`src/rtl/rr_mux_4_1.sv`:
```
`default_nettype none
// ============================================================================
// Module   : rr_mux_4_1
// Purpose  : Four-producer round-robin collector with valid/ready handshakes.
//            One registered output word, tagged with its 2-bit source index.
// Revision : 1.0 - initial release
// ============================================================================
module rr_mux_4_1 #(
    parameter int WIDTH = 8
) (
    input  logic               clk,
    input  logic               rst,
    input  logic [3:0]         in_valid,
    input  logic [4*WIDTH-1:0] in_data,
    output logic [3:0]         in_ready,
    output logic               out_valid,
    input  logic               out_ready,
    output logic [WIDTH-1:0]   out_data,
    output logic [1:0]         out_sel
);

    logic [WIDTH-1:0] w_slice [4];
    logic             w_load_ok;
    logic [1:0]       w_gnt_idx;
    logic             w_gnt_any;
    logic             w_take;

    logic             r_out_valid;
    logic [WIDTH-1:0] r_out_data;
    logic [1:0]       r_out_sel;
    logic [1:0]       r_ptr;

    for (genvar i = 0; i < 4; i++) begin : g_slice
        assign w_slice[i] = in_data[i*WIDTH +: WIDTH];
    end

    assign w_load_ok = !r_out_valid || out_ready;

    // Scan from the far end back toward ptr so the channel closest to ptr
    // in round-robin order is the one left standing.
    always_comb begin
        logic [1:0] v_scan;
        w_gnt_idx = 2'd0;
        w_gnt_any = 1'b0;
        v_scan    = 2'd0;
        for (int k = 3; k >= 0; k--) begin
            v_scan = r_ptr + 2'(k);
            if (in_valid[v_scan]) begin
                w_gnt_idx = v_scan;
                w_gnt_any = 1'b1;
            end
        end
    end

    assign w_take = !rst && w_load_ok && w_gnt_any;

    always_comb begin
        in_ready = 4'b0000;
        if (w_take) begin
            in_ready[w_gnt_idx] = 1'b1;
        end
    end

    always_ff @(posedge clk) begin
        if (rst) begin
            r_out_valid <= 1'b0;
            r_out_data  <= '0;
            r_out_sel   <= 2'd0;
            r_ptr       <= 2'd0;
        end else if (w_take) begin
            r_out_valid <= 1'b1;
            r_out_data  <= w_slice[w_gnt_idx];
            r_out_sel   <= w_gnt_idx;
            r_ptr       <= w_gnt_idx + 2'd1;
        end else if (r_out_valid && out_ready) begin
            // Drain with nothing to replace it: data and tag keep last values.
            r_out_valid <= 1'b0;
        end
    end

    assign out_valid = r_out_valid;
    assign out_data  = r_out_data;
    assign out_sel   = r_out_sel;

endmodule
`default_nettype wire

```
`config.mk`:
```
export PLATFORM = sky130hd
export DESIGN_NAME = rr_mux_4_1
export DESIGN_NICKNAME = d
export VERILOG_FILES = /design/src/rtl/rr_mux_4_1.sv
export SDC_FILE = /design/constraint.sdc
export NUM_CORES = 1
export LEC_CHECK = 0
export BUFFER_PORTS_ARGS = -buffer_cell sky130_fd_sc_hd__buf_2
export CORE_UTILIZATION = 46
export DETAILED_ROUTE_END_ITERATION = 16
export PLACE_DENSITY = 0.84
export SETUP_SLACK_MARGIN = 0.2
export SKIP_CTS_REPAIR_TIMING = 1
export SYNTH_ARGS = -nofsm -noshare
export SYNTH_HDL_FRONTEND = slang
export SYNTH_SLANG_ARGS = --single-unit
export TNS_END_PERCENT = 10
```
`constraint.sdc`:
```
create_clock -name clk -period 2.18 [get_ports clk]
set_input_delay 0 -clock clk [delete_from_list [all_inputs] [get_ports clk]]
set_output_delay 0 -clock clk [all_outputs]
set_load 0.03 [all_outputs]
```
; ---- After elaboration in Yosys (flattened, before gate mapping)
; Cells that the tools add are included.
[word_totals]
reg_bits = 13
latchBits = 0
ram_bits = 0
rom_bits = 0
input_bits = 39
out_inout_bits = 15
elab_cells = 48
memories = 0
[classes]
n_addsub = 4
mul = 0
n_div = 0
n_lt_le_gt_ge = 7
eq_ne = 0
shift = 0
mux = 24
n_bitwise = 1
reduce_logical = 8
[op_table]
columns = operator, count
row1 = $bmux 8 s2, 1
row2 = $mux 8, 2
row3 = $lt 2x3->1 const B, 5
row4 = $mux 1, 11
row5 = $bmux 1 s2, 4
row6 = $mux 2, 4
row7 = $add 2x1->2 const B, 2
row8 = $add 2x2->2 const B, 2
row9 = $logic_and 1x1->1, 4
row10 = $mux 4, 1
row11 = $ge 3x3->1 const B, 1
row12 = $not 2->3, 1
row13 = $demux 1 s2, 1
row14 = $ge 2x1->1 const B, 1
row15 = $logic_not 1->1, 2
row16 = $reduce_bool 2->1, 1
row17 = $logic_or 1x1->1, 1

; ---- Depth between registers and ports, before layout
[logic_depth]
depth_word = 12
depth_mapped = 7
ltp_nobuf = 5

; ---- Least setup slack after synthesis
; No wires, ideal clock.
[synth_path]
path_kind = register -> output
start = reg r_ptr[1]
end = out in_ready[0]
arrival_ns = 1.449
required_time_ns = 2.180
slack_ns = 0.731
path_stages_with_launch = 5
n_path_buf = 0
cell_sequence = dfxtp_1 nand2_1 a221o_1 a211oi_4 and2_1
[synth_between]
elab_chain_cells = 12
word_cells_on_any_way = 26
cone_classes = add/sub: 3 / order compare: 2 / mux: 19 / reduce/logical: 2
[synth_rtl]
columns = item, line_no
row1 = from (decl), 31  ; logic [1:0] r_ptr;
row2 = from (signal assigned), 74  ; r_ptr <= w_gnt_idx + 2'd1;
row3 = $add 2x2->2, 47  ; v_scan = r_ptr + 2'(k);
row4 = $bmux 1 s2, 48  ; if (in_valid[v_scan]) begin
row5 = $mux 1 (not written as such), 48
row6 = $mux 2 (4 in series), 48
row7 = $lt 2x3->1 (not written as such) or $ge 2x1->1 (tied branches), 60  ; in_ready[w_gnt_idx] = 1'b1;
row8 = $logic_and 1x1->1 (not written as such), 60
row9 = $mux 1 (not written as such), 60
row10 = $demux 1 s2, 60
row11 = $mux 4 *, 59  ; if (w_take) begin
row12 = to (decl), 15  ; output logic [3:0] in_ready,
; Mark *: on every way between the ends. The rest lies on a longest branch, timed or not. The select of a mux whose other input is x is not followed.

; ---- Final worst setup path
[layout_path]
start = reg r_ptr[1]
end = out in_ready[1]
; Same word-level chain as after synthesis.

==> results.toml <==
[run_status]
status = "finished, final reports clean"

[run]
cap_viol_max_count = 0

[floorplanning]
coreArea_mm2 = 0.00178
dieArea_mm2 = 0.00215
rows = 15
die_w_um = 46.3
fp.dieH_um = 46.3
ios = 54
start_util = 0.507

[sta]
slew_viol_final = 0
clock_skew_ps = 3.42
tns_ps = 0
final.period_utilization = 0.854
worst_slew_margin_rel = 0.666
tightest_slew_ps = 501
hold_violations = 0
setup_viol = 0
fmax_mhz = 537
setup_ws_ps = 319
rsz0062_at_grt = "false"
finalCriticalPeriod_ps = 1860

[cells_and_area]
instances_no_fill = 183
n_fill_cell = 157
syn2layout_area_growth_pct = 30.7
utilization = 0.663
multi_input_area_um2 = 587
drive_gt1_frac = 0.456
final_area_mm2 = 0.00118
antenna_cells = 0
register_area_um2 = 260
nets = 198

[worst_setup_path]
cp_data_required_time_ps = 2180
start_kind = "flop"
cp_max_fo = 7
cp.arrival_ps = 1860
worstSetupPathType = "reg -> out"
end_kind = "output port"

[power]
power.leakage_nw = 0.585
powerDensity_mw_per_mm2 = 653
ir_worst_vdd_uv = 328

[routing]
wl_met3_um = 127
drtIter0Drc = 7
avgRoutedWirePerCell_um = 12.6
drc = 0
via_count = 970
wl_met1_um = 1040
highest_layer = "met4"
dr.pass1.iters = 4
via_per_inst = 5.30
drt-total-wl_um = 2310
ant_nets = 0
wl_met2_um = 1100

[yosys]
avgSynthCellArea_um2 = 8.62
ys_async_sr_fraction = 0
synth-seq-cells = 13
synthCells = 105
synth_edf_count = 0
yosys_warnings = 0
synth-main-ff-cell = "dfxtp_1"
syn_nets = 144
yosysUniqueCellTypes = 35
ys_seq_area_frac = 0.288
syn_area_um2 = 905

[cts]
cts_buffers = 3
cts_tree = "done"
path_clk_slew_ps = 80
root_buffer = "clkbuf_4"
cts_buffer_depth = 2
cts_sinks = 13
clkLatencyLatePin_ps = 270
cts_max_level = 1

[place]
place_inst = 178
dpl-instance-area_mm2 = 0.00115
gp_congestion = 0.921
port_buffers = 53
dpl.hpwl_um = 1810
dp_slack_ps = 350

[global_route]
grt_use_total = 0.232
grt_pass1_wl_um = 3480
grt_antenna_before_repair = 0
grt_max_degree = 18
grt_overflow = 0
grt_pass1_vias = 830

[worst_hold_path]
hold_path.class = "in -> reg"
metal layers:
layer | up-vias | global-route usage
met5 | - | 0
met2 | 38 | 0.369
met3 | 6 | 0.0627
li1 | 486 | -
met4 | 0 | 0.118
met1 | 440 | 0.281
cell type report:
cell class / instances / share of cell area
multi-input combinational: 86 / 0.496
timing repair buffer: 54 / 0.231
clock inverter: 1 / 0.00423
clock buffer: 3 / 0.0190
tap: 25 / 0.0265
inverter: 1 / 0.00317
sequential: 13 / 0.220
where the power goes:
group	internal [mW]	total, mW	switching, mW
combinational	0.134	0.332	0.198
clock	0.0679	0.147	0.0795
sequential	0.272	0.293	0.0212
total	0.474	0.772	0.298
per-stage QoR:
stage | hold WS (ps) | total power, mW
2_1_floorplan | 183 | 0.547
3_3_place_gp | 302 | 0.616
3_5_place_dp | 311 | 0.624
4_1_cts | 20.3 | 0.772
5_1_grt | 33.0 | 0.817
6_report | 28.0 | 0.772
registers in the layout, summed over array words and instances (netlist names):
name       count
out_data       8
out_sel        2
r_ptr          2
out_valid      1
logic make-up after synthesis:
kind of cell	share of synthesized area
flip-flops	0.288
AO/OA/AOI/OAI	0.271
multiplexers	0.0996
AND/OR/NAND/NOR	0.267
buffers and inverters	0.0650
XOR/XNOR	0.00968
cells in the final DEF, fill, tap and decap left out, types with 2 or more instances in the layout:
cell / synthesis / final
o21ai_0: 6 / 6
and3_2: 6 / 6
nand2_1: 12 / 12
mux2i_1: 9 / 9
nor2_1: 7 / 7
nand2b_1: 2 / 2
a211oi_1: 2 / 2
nor2b_1: 3 / 3
and2_1: 3 / 3
dfxtp_1: 13 / 13
a21oi_1: 2 / 2
o211ai_1: 8 / 8
clkbuf_4: 0 / 3
buf_2: 1 / 53
a21boi_0: 9 / 9
o21ai_1: 2 / 2
cells in the mapped netlist, types with 2 or more instances:
| master | n | area share |
|---|---|---|
| a211oi_1 | 2 | 0.017 |
| a21boi_0 | 9 | 0.075 |
| a21oi_1 | 2 | 0.011 |
| and2_1 | 3 | 0.021 |
| and3_2 | 6 | 0.050 |
| dfxtp_1 | 13 | 0.29 |
| mux2i_1 | 9 | 0.10 |
| nand2_1 | 12 | 0.050 |
| nand2b_1 | 2 | 0.014 |
| nor2_1 | 7 | 0.029 |
| nor2b_1 | 3 | 0.021 |
| o211ai_1 | 8 | 0.066 |
| o21ai_0 | 6 | 0.033 |
| o21ai_1 | 2 | 0.011 |
worst max-delay path: stages (launching register included):
cell and delay, ps:
dfxtp_1 430, nand2_1 80, a221o_1 370, a211oi_4 350, and2_1 170, buf_2 190
worst paths after layout:
| check | cells after the start | from | slack, ps | endpoint |
|---|---|---|---|---|
| hold / removal | 3 | in_data[25] | 30 | out_data[1] |
| hold reg to reg | 2 | out_sel[1] | 460 | out_sel[1] |
| setup reg to reg | 6 | r_ptr[1] | 390 | out_data[5] |
| setup / recovery | 5 | r_ptr[1] | 320 | in_ready[1] |
(Power assumes the default switching activity.)
